File: src/rtl/sal_bk_ctrl_pp_pkg.sv
// Shared types for the per-bank DDR2 controller: page policy and bank state.
package sal_bk_ctrl_pp_pkg;

    // Page policy selected at run time; encoding 3 falls back to PP_OPEN.
    typedef enum logic [1:0] {
        PP_OPEN    = 2'd0,
        PP_CLOSE   = 2'd1,
        PP_TIMEOUT = 2'd2
    } page_policy_e;

    // Bank state; the encoding is kept fixed so older status decoders still match.
    typedef enum logic [0:0] {
        ST_CLOSED = 1'b0,
        ST_OPEN   = 1'b1
    } bank_state_e;

endpackage

File: src/rtl/sal_bk_ctrl_pp_dly_cntr.sv
// Down-counter for one DRAM timing constraint. Loading value N holds met_o low
// for N-1 cycles after the load, so the dependent command is legal N cycles
// after the grant; N=0 behaves like N=1.
module sal_dly_cntr #(
    parameter int W = 8
) (
    input  logic         clk,
    input  logic         rst,
    input  logic         load_i,
    input  logic [W-1:0] val_i,
    output logic         met_o
);

    logic [W-1:0] cnt;

    // Load max(val-1, 0) on the grant, otherwise count down to zero and hold.
    always_ff @(posedge clk) begin
        if (rst) begin
            cnt <= '0;
        end else if (load_i) begin
            cnt <= (val_i == '0) ? '0 : val_i - W'(1);
        end else if (cnt != '0) begin
            cnt <= cnt - W'(1);
        end
    end

    assign met_o = (cnt == '0);

endmodule

File: src/rtl/sal_bk_ctrl_pp.sv
// Per-bank DDR2 controller: tracks the open row, enforces per-bank timing and
// requests ACT/RD/WR/PRE/REF under OPEN, CLOSE or TIMEOUT page policy. A
// pending refresh pre-empts row hits and closes the bank on its own.
//
//   state     | meaning
//   ----------+-------------------------------------------------------------
//   ST_CLOSED | no row open; may request REF (priority) or ACT
//   ST_OPEN   | row open_ra open; may request RD/WR on hit, PRE on miss,
//             | refresh or policy-driven close
module sal_bk_ctrl_pp
    import sal_bk_ctrl_pp_pkg::*;
#(
    parameter int RA_WIDTH   = 14,
    parameter int CA_WIDTH   = 10,
    parameter int TW         = 8,
    parameter int IDLE_WIDTH = 8
) (
    input  logic                  clk,
    input  logic                  rst,
    input  logic [1:0]            page_policy_i,
    input  logic [IDLE_WIDTH-1:0] idle_timeout_i,
    input  logic [TW-1:0]         t_rcd_i,
    input  logic [TW-1:0]         t_rp_i,
    input  logic [TW-1:0]         t_ras_i,
    input  logic [TW-1:0]         t_rfc_i,
    input  logic [TW-1:0]         t_rtp_i,
    input  logic [TW-1:0]         t_wtp_i,
    input  logic                  req_valid_i,
    input  logic                  req_wr_i,
    input  logic [RA_WIDTH-1:0]   req_ra_i,
    input  logic [CA_WIDTH-1:0]   req_ca_i,
    output logic                  req_ready_o,
    output logic                  act_req_o,
    output logic                  rd_req_o,
    output logic                  wr_req_o,
    output logic                  pre_req_o,
    output logic                  ref_req_o,
    input  logic                  act_gnt_i,
    input  logic                  rd_gnt_i,
    input  logic                  wr_gnt_i,
    input  logic                  pre_gnt_i,
    input  logic                  ref_gnt_i,
    output logic [RA_WIDTH-1:0]   sched_ra_o,
    output logic [CA_WIDTH-1:0]   sched_ca_o,
    input  logic                  aref_req_i,
    output logic                  aref_gnt_o,
    output logic                  bank_open_o,
    output logic [RA_WIDTH-1:0]   open_ra_o
);

    bank_state_e           state;
    logic [RA_WIDTH-1:0]   open_ra;
    logic [IDLE_WIDTH-1:0] idle_cnt;

    logic rcd_met, ras_met, rp_met, rfc_met, rtp_met, wtp_met;
    logic act_fire, rd_fire, wr_fire, pre_fire, ref_fire;
    logic hit, pre_ok, idle_expired;

    // A grant only counts when it answers our own request.
    assign act_fire = act_req_o & act_gnt_i;
    assign rd_fire  = rd_req_o  & rd_gnt_i;
    assign wr_fire  = wr_req_o  & wr_gnt_i;
    assign pre_fire = pre_req_o & pre_gnt_i;
    assign ref_fire = ref_req_o & ref_gnt_i;

    sal_dly_cntr #(.W(TW)) u_rcd (.clk(clk), .rst(rst), .load_i(act_fire), .val_i(t_rcd_i), .met_o(rcd_met));
    sal_dly_cntr #(.W(TW)) u_ras (.clk(clk), .rst(rst), .load_i(act_fire), .val_i(t_ras_i), .met_o(ras_met));
    sal_dly_cntr #(.W(TW)) u_rp  (.clk(clk), .rst(rst), .load_i(pre_fire), .val_i(t_rp_i),  .met_o(rp_met));
    sal_dly_cntr #(.W(TW)) u_rfc (.clk(clk), .rst(rst), .load_i(ref_fire), .val_i(t_rfc_i), .met_o(rfc_met));
    sal_dly_cntr #(.W(TW)) u_rtp (.clk(clk), .rst(rst), .load_i(rd_fire),  .val_i(t_rtp_i), .met_o(rtp_met));
    sal_dly_cntr #(.W(TW)) u_wtp (.clk(clk), .rst(rst), .load_i(wr_fire),  .val_i(t_wtp_i), .met_o(wtp_met));

    assign hit          = req_valid_i && (req_ra_i == open_ra);
    assign pre_ok       = ras_met && rtp_met && wtp_met;
    assign idle_expired = (idle_cnt >= idle_timeout_i);

    // Command requests; refresh outranks row hits, and everything is muted in reset.
    always_comb begin
        act_req_o = 1'b0;
        rd_req_o  = 1'b0;
        wr_req_o  = 1'b0;
        pre_req_o = 1'b0;
        ref_req_o = 1'b0;
        if (!rst) begin
            if (state == ST_CLOSED) begin
                if (rp_met && rfc_met) begin
                    if (aref_req_i) begin
                        ref_req_o = 1'b1;
                    end else if (req_valid_i) begin
                        act_req_o = 1'b1;
                    end
                end
            end else begin
                if (aref_req_i) begin
                    pre_req_o = pre_ok;
                end else if (hit) begin
                    rd_req_o = rcd_met && !req_wr_i;
                    wr_req_o = rcd_met && req_wr_i;
                end else if (req_valid_i) begin
                    pre_req_o = pre_ok;
                end else begin
                    case (page_policy_i)
                        PP_CLOSE:   pre_req_o = pre_ok;
                        PP_TIMEOUT: pre_req_o = pre_ok && idle_expired;
                        default:    pre_req_o = 1'b0;
                    endcase
                end
            end
        end
    end

    // Bank state and open row; reset drops the row without a precharge.
    always_ff @(posedge clk) begin
        if (rst) begin
            state   <= ST_CLOSED;
            open_ra <= '0;
        end else if (act_fire) begin
            state   <= ST_OPEN;
            open_ra <= req_ra_i;
        end else if (pre_fire) begin
            state   <= ST_CLOSED;
        end
    end

    // Idle counter: counts request-free cycles while open, saturating.
    always_ff @(posedge clk) begin
        if (rst) begin
            idle_cnt <= '0;
        end else if (act_fire || req_valid_i) begin
            idle_cnt <= '0;
        end else if (state == ST_OPEN && idle_cnt != '1) begin
            idle_cnt <= idle_cnt + IDLE_WIDTH'(1);
        end
    end

    assign req_ready_o = rd_fire | wr_fire;
    assign aref_gnt_o  = ref_fire;
    assign sched_ra_o  = req_ra_i;
    assign sched_ca_o  = req_ca_i;
    assign bank_open_o = (state == ST_OPEN);
    assign open_ra_o   = open_ra;

endmodule

File: config.mk
export PLATFORM = sky130hd
export DESIGN_NAME = sal_bk_ctrl_pp
export DESIGN_NICKNAME = d
export VERILOG_FILES = /design/src/rtl/sal_bk_ctrl_pp_pkg.sv /design/src/rtl/sal_bk_ctrl_pp_dly_cntr.sv /design/src/rtl/sal_bk_ctrl_pp.sv
export SDC_FILE = /design/constraint.sdc
export NUM_CORES = 1
export LEC_CHECK = 0
export ABC_AREA = 1
export CORE_ASPECT_RATIO = 0.75
export CORE_MARGIN = 2
export CORE_UTILIZATION = 45
export CTS_BUF_LIST = sky130_fd_sc_hd__clkbuf_4 sky130_fd_sc_hd__clkbuf_8
export CTS_CLUSTER_SIZE = 8
export DETAILED_ROUTE_END_ITERATION = 16
export PLACE_DENSITY = 0.77
export SLEW_MARGIN = 15
export SYNTH_ARGS = -nofsm -noshare
export SYNTH_HDL_FRONTEND = slang
export SYNTH_SLANG_ARGS = --single-unit
File: constraint.sdc
create_clock -name clk -period 1.9 [get_ports clk]
set_clock_uncertainty 0.05 [all_clocks]
set_input_delay 0.38 -clock clk [delete_from_list [all_inputs] [get_ports clk]]
set_output_delay 0.38 -clock clk [all_outputs]
set_load 0.02 [all_outputs]
## After elaboration in Yosys (flattened, before gate mapping)

Index checks and enable logic that the tools add are counted.

| storage, ports and cells | value |
|---|---|
| register bits after elaboration | 71 |
| word-level logic and storage cells | 112 |

| cells by class | value |
|---|---|
| add/subtract/negate cells | 13 |
| magnitude comparators | 1 |
| equality and inequality tests | 4 |
| muxes and demuxes | 43 |
| bitwise gates (word level) | 6 |
| reductions and logical operators | 36 |

Operators with widths:

| operator | count |
|---|---|
| $mux 8 | 18 |
| $logic_not 8->1 | 12 |
| $sub 8x1->8 const B | 12 |
| $reduce_bool 8->1 | 6 |
| $mux 1 | 24 |
| $eq 14x14->1 | 1 |
| $reduce_bool 2->1 | 7 |
| $add 8x1->8 const B | 1 |
| $ge 8x8->1 | 1 |
| $logic_and 1x1->1 | 8 |
| $ne 8x8->1 const B | 1 |
| $and 1x1->1 | 5 |
| $eq 2x1->1 const B | 1 |
| $eq 2x2->1 const B | 1 |
| $pmux 1 s2 | 1 |
| $reduce_or 2->1 | 1 |
| $logic_not 1->1 | 1 |
| $logic_or 1x1->1 | 1 |
| $or 1x1->1 | 1 |

## Longest topological paths before layout

| depth | value |
|---|---|
| word-level depth | 13 |
| gate-level depth with buffers | 20 |
| depth with buffers taken out | 20 |

## Modules after synthesis

A second synthesis with hierarchy kept.

| unflattened totals | value |
|---|---|
| cell total of the unflattened synthesis | 1088 |
| area total of the unflattened synthesis | 6348.6 µm² |

Modules (own cells, without submodules):

| module | instances | cells each | area an instance (µm²) |
|---|---|---|---|
| sal_dly_cntr | 6 | 142 | 782.0 |
| sal_bk_ctrl_pp | 1 | 236 | 1656.6 |

## Least setup slack after synthesis

No wires, ideal clock.

| timing path | value |
|---|---|
| path kind | register to output |
| start | register open_ra[3] (netlist: open_ra_o[3]) |
| end | output port rd_req_o |
| arrival | 1.749 ns |
| setup slack | -0.279 ns |
| cell stages (with the launch flop) | 7 |
| path buffers | 0 |
| cells stage by stage | dfxtp_1 > or2_2 > o21ai_0 > or3_1 > nor3_1 > nand3_1 > nor3_1 |

| on the way | value |
|---|---|
| longest elaborated chain between the ends | 6 |

RTL lines:

| item | RTL line | source |
|---|---|---|
| start, declared | sal_bk_ctrl_pp.sv:52 | `logic [RA_WIDTH-1:0] open_ra;` |
| start signal, assigned | sal_bk_ctrl_pp.sv:119 | `open_ra <= req_ra_i;` |
| $eq 14x14->1 | sal_bk_ctrl_pp.sv:73 | `assign hit = req_valid_i && (req_ra_i == open_ra);` |
| $logic_and 1x1->1 | sal_bk_ctrl_pp.sv:73 |  |
| $mux 1 | sal_bk_ctrl_pp.sv:96 | `end else if (hit) begin` |
| $mux 1 | sal_bk_ctrl_pp.sv:94 | `if (aref_req_i) begin` |
| $mux 1 | sal_bk_ctrl_pp.sv:85 | `if (state == ST_CLOSED) begin` |
| $mux 1 | sal_bk_ctrl_pp.sv:84 | `if (!rst) begin` |
| end, declared | sal_bk_ctrl_pp.sv:34 | `output logic rd_req_o,` |

Every way passes these cells.

## Worst setup path after layout

| timing path | value |
|---|---|
| start | input port req_ra_i[9] |
| end | output port req_ready_o |

| on the way | value |
|---|---|
| longest elaborated chain between the ends | 8 |

RTL lines:

| item | RTL line | source |
|---|---|---|
| start, declared | sal_bk_ctrl_pp.sv:30 | `input logic [RA_WIDTH-1:0] req_ra_i,` |
| $eq 14x14->1 (*) | sal_bk_ctrl_pp.sv:73 |  |
| $logic_and 1x1->1 (*) | sal_bk_ctrl_pp.sv:73 |  |
| $mux 1 | sal_bk_ctrl_pp.sv:96 |  |
| $mux 1 | sal_bk_ctrl_pp.sv:94 |  |
| $mux 1 | sal_bk_ctrl_pp.sv:85 |  |
| $mux 1 | sal_bk_ctrl_pp.sv:84 |  |
| $and 1x1->1 (on tied branches) | sal_bk_ctrl_pp.sv:61, sal_bk_ctrl_pp.sv:62 |  |
| $or 1x1->1 (*) | sal_bk_ctrl_pp.sv:136 | `assign req_ready_o = rd_fire \| wr_fire;` |
| end, declared | sal_bk_ctrl_pp.sv:32 | `output logic req_ready_o,` |

Every way passes the cells marked *; elsewhere a longest branch is shown, timed or not.

==> metrics.md <==
| Metric | Value |
|---|---|
| Sw Pwr | `4.396 mW` |
| Clk buf depth | `2` |
| Routability cong. | `0.9001` |
| Port Buffer Count | `117` |
| Initial antenna violation count | `0` |
| Worst Setup End Kind | `output pin` |
| Final min period | `2560 ps` |
| Gr busiest metal | `met2` |
| Pleak | `4.404 nW` |
| Met1 usage | `35.31%` |
| Worst-path clk slew | `80 ps` |
| Worst slew margin | `70.11%` |
| Post-synthesis register bit count | `71` |
| Max VDD drop | `0.6612 mV` |
| Status | `finished, violations left` |
| Sw Ratio | `43.34%` |
| Final ANT Viol Nets | `0` |
| Core ar. | `11660 um2` |
| CP bufs+invs | `3` |
| Flop pwr share | `21.6%` |
| Crit path arrival time | `2130 ps` |
| Tot GR Track Use | `28.14%` |
| Final hold violations | `0` |
| Vias | `6942` |
| Post-Syn Area per Cell | `6.550 um2` |
| Vias per cell | `5.320` |
| Unrepaired setup endpoints after global routing | `yes` |
| Top cell by count, worst path | `nand3_2` |
| Total Routed Length | `20900 um` |
| Final core utilization | `80.55%` |
| Power Dens Cells | `1080 nW/um2` |
| Hold WC Path Type | `input pin to flop` |
| Fillcell total | `720` |
| Met3 Use GR | `5.049%` |
| H-tree depth | `3` |
| CP top delay family | `simple AND/OR/NAND/NOR gates` |
| Largest net degree at the start of global routing | `28` |
| CP Class | `input pin to output pin` |
| Clk_lat worst skew | `370 ps` |
| Mapped Area | `5404 um2` |
| Clk Tree Root Cell | `clkbuf_8` |
| Gate power share | `65.0%` |
| Startpoint type of the worst setup path | `input pin` |
| Setup WS pre-CTS | `-1426 ps` |
| # IOs | `138` |
| Starting Density | `46.36%` |
| First-pass GRT wire length | `29120 um` |
| Die Ht | `98.91 um` |
| P_int | `5.748 mW` |
| Max cap viols | `0` |
| CTS Buf Count | `9` |
| Post-synth ARST share | `0%` |
| Number of global-route vias before repair | `6366` |
| FMAX | `390.7 MHz` |
| Die W | `130.5 um` |
| ANT cells | `0` |
| Rows | `34` |
| Pre-antenna DRT Iters | `5` |
| Final #Nets | `1256` |
| Clock share of power | `13.4%` |
| DRC Markers | `0` |
| Failing checks | `setup timing` |
| Die area | `12910 um2` |
| Share of layout cells above drive strength 1 | `37.71%` |
| Final worst slack | `-659.7 ps` |
| Yosys warning total | `0` |
| Highest net fanout along the worst path | `4` |
| Slowest stage delay, CP | `380 ps` |
| Area growth syn-to-layout | `73.74%` |
| Fin. max-slew vios | `0` |
| Dpl hpwl | `12730 um` |
| Syn Inst Count | `825` |
| Slew at the pin with the worst max-slew slack | `444.2 ps` |
| Drt initial violations | `573` |
| Synthesized Nets | `943` |
| Tcrit/Tclk final | `134.7%` |
| Final setup fails | `71` |
| CTS tree | `built` |
| Grt ovf | `0` |
| Top_reg_cell synth | `dfxtp_1` |
| Clk sinks | `71` |
| Sequential cell area fraction in the yosys report | `26.30%` |
| Crit-path cells | `dlygate4sd2_1 > o22ai_4 > nor4_2 > nand3_1 > nor3_2 > nand3_2 > inv_2 > nand3_2 > nand2_2 > buf_6` |
| Unique cell type count in the Yosys netlist | `45` |
| Cts hold-fix bufs | `0` |
| Grt met2 use | `48.72%` |
| WL/cell | `16.01 um` |
| Post-synth EDFFs | `0` |
| Worst path slowest cell | `dlygate4sd2_1` |
| WP data required | `1470 ps` |
[power by group through the flow]
stage / Combinational, mW / Sequential [mW] / Clock [mW]
after global placement: 4.86 / 2.17 / 0
after global routing: 7.10 / 2.23 / 1.40
final: 6.59 / 2.19 / 1.36
after CTS: 5.72 / 2.16 / 1.34
after floorplan: 3.05 / 2.21 / 0
after detailed placement: 5.03 / 2.18 / 0
[per-layer routing]
layer  wire length (um)  up-vias
met2              10120      324
met5                  0        -
met1               8734     3253
met4                711        0
li1                   -     3305
met3               1329       60
[synthesized netlist by cell type (3+ instances only)]
library cell  instances  area [um2]
dfxtp_1              71        1421
nor3b_1               4       30.03
nand3_1              41       205.2
nor3_1               23       115.1
nor4_1                8       50.05
xnor2_1              25       219.0
clkbuf_1              5       18.77
ha_1                 26       325.3
or2_2                12       75.07
inv_2                 3       11.26
a21oi_1              47       235.2
nor2_1              109       409.1
nand4_1              10       62.56
a21boi_0              3       22.52
a31oi_1               4       25.02
buf_4                25       187.7
xor2_1               28       245.2
o21ai_0              78       390.4
nor2_4                4       45.04
nand2_1             132       495.5
buf_2                 6       30.03
inv_1               126       473.0
o21ai_1               5       25.02
[kinds of logic after synthesis]
logic type,Yosys count,synth area share [%]
and+or+nand+nor,354,29.75
buffers and inverters,168,13.82
AOI/OAI and AO/OA,153,15.51
DFF,71,26.30
xor gates and xnor gates,53,8.590
adders and majority gates,26,6.020
[worst min-delay path: stages]
cell	delay, ps
clkdlybuf4s15_2	250
inv_12	70
a21oi_2	40
[sequential cells by signal (all words and copies together) (netlist names)]
signal       cells
u_rcd.cnt        8
u_ras.cnt        8
u_rtp.cnt        8
u_rfc.cnt        8
u_rp.cnt         8
idle_cnt         8
open_ra_o       14
bank_open_o      1
u_wtp.cnt        8
[metrics by stage]
step	power, mW	hold WS, ps	TNS [ps]	instances	area, um2
2_1_floorplan	5.258	399.1	-310.7	825	5499
3_3_place_gp	7.028	418.8	-45880	1261	8129
3_5_place_dp	7.212	438.7	-47570	1261	8129
4_1_cts	9.229	366.4	-16580	1294	8942
5_1_grt	10.72	371.7	-31580	1305	9389
6_report	10.14	367.6	-24500	1305	9389
[cell usage in the layout (no fill, tap or decap), types with 17 or more instances in the layout]
master,instances
dlygate4sd2_1,26
o21ai_2,23
buf_4,189
nor3_1,17
nand2_1,109
dfxtp_1,57
xnor2_1,25
nor2_1,96
inv_2,19
o21ai_0,32
clkdlybuf4s50_1,76
a21oi_2,17
buf_6,25
o21ai_1,23
ha_1,18
xor2_1,28
a21oi_1,30
nand3_1,28
nand2_2,17
inv_1,105
[final cells by class]
cell class                 count  area (um2)  share of cell area [%]
clock buffer                   9       123.9                   1.319
clock inverter                 7       87.58                  0.9328
inverter                     129       516.7                   5.504
multi-input combinational    587        3961                   42.19
sequential                    71        1446                   15.41
tap                          162       202.7                   2.159
timing repair buffer         337        3012                   32.08
timing repair inverter         3       38.79                  0.4131
[repair_timing]
item                                    in CTS  in global routing
cloned                                       5                  1
buffers inserted                            13                 11
endpoints found under the hold margin        0                  0
resized for setup                          237                 93
endpoints found under the setup margin      78                 83
pin swaps                                   55                 46
[final timing paths]
kind                 from            to  slack [ps]  depth (start not counted)
min reg2reg  open_ra_o[9]  open_ra_o[9]         450                          2
max reg2reg   u_rp.cnt[0]  u_rcd.cnt[7]        -560                         17
min           req_ra_i[3]  open_ra_o[3]         370                          3
max           req_ra_i[9]   req_ready_o        -660                         10
Power figures use the tool's default switching activity.
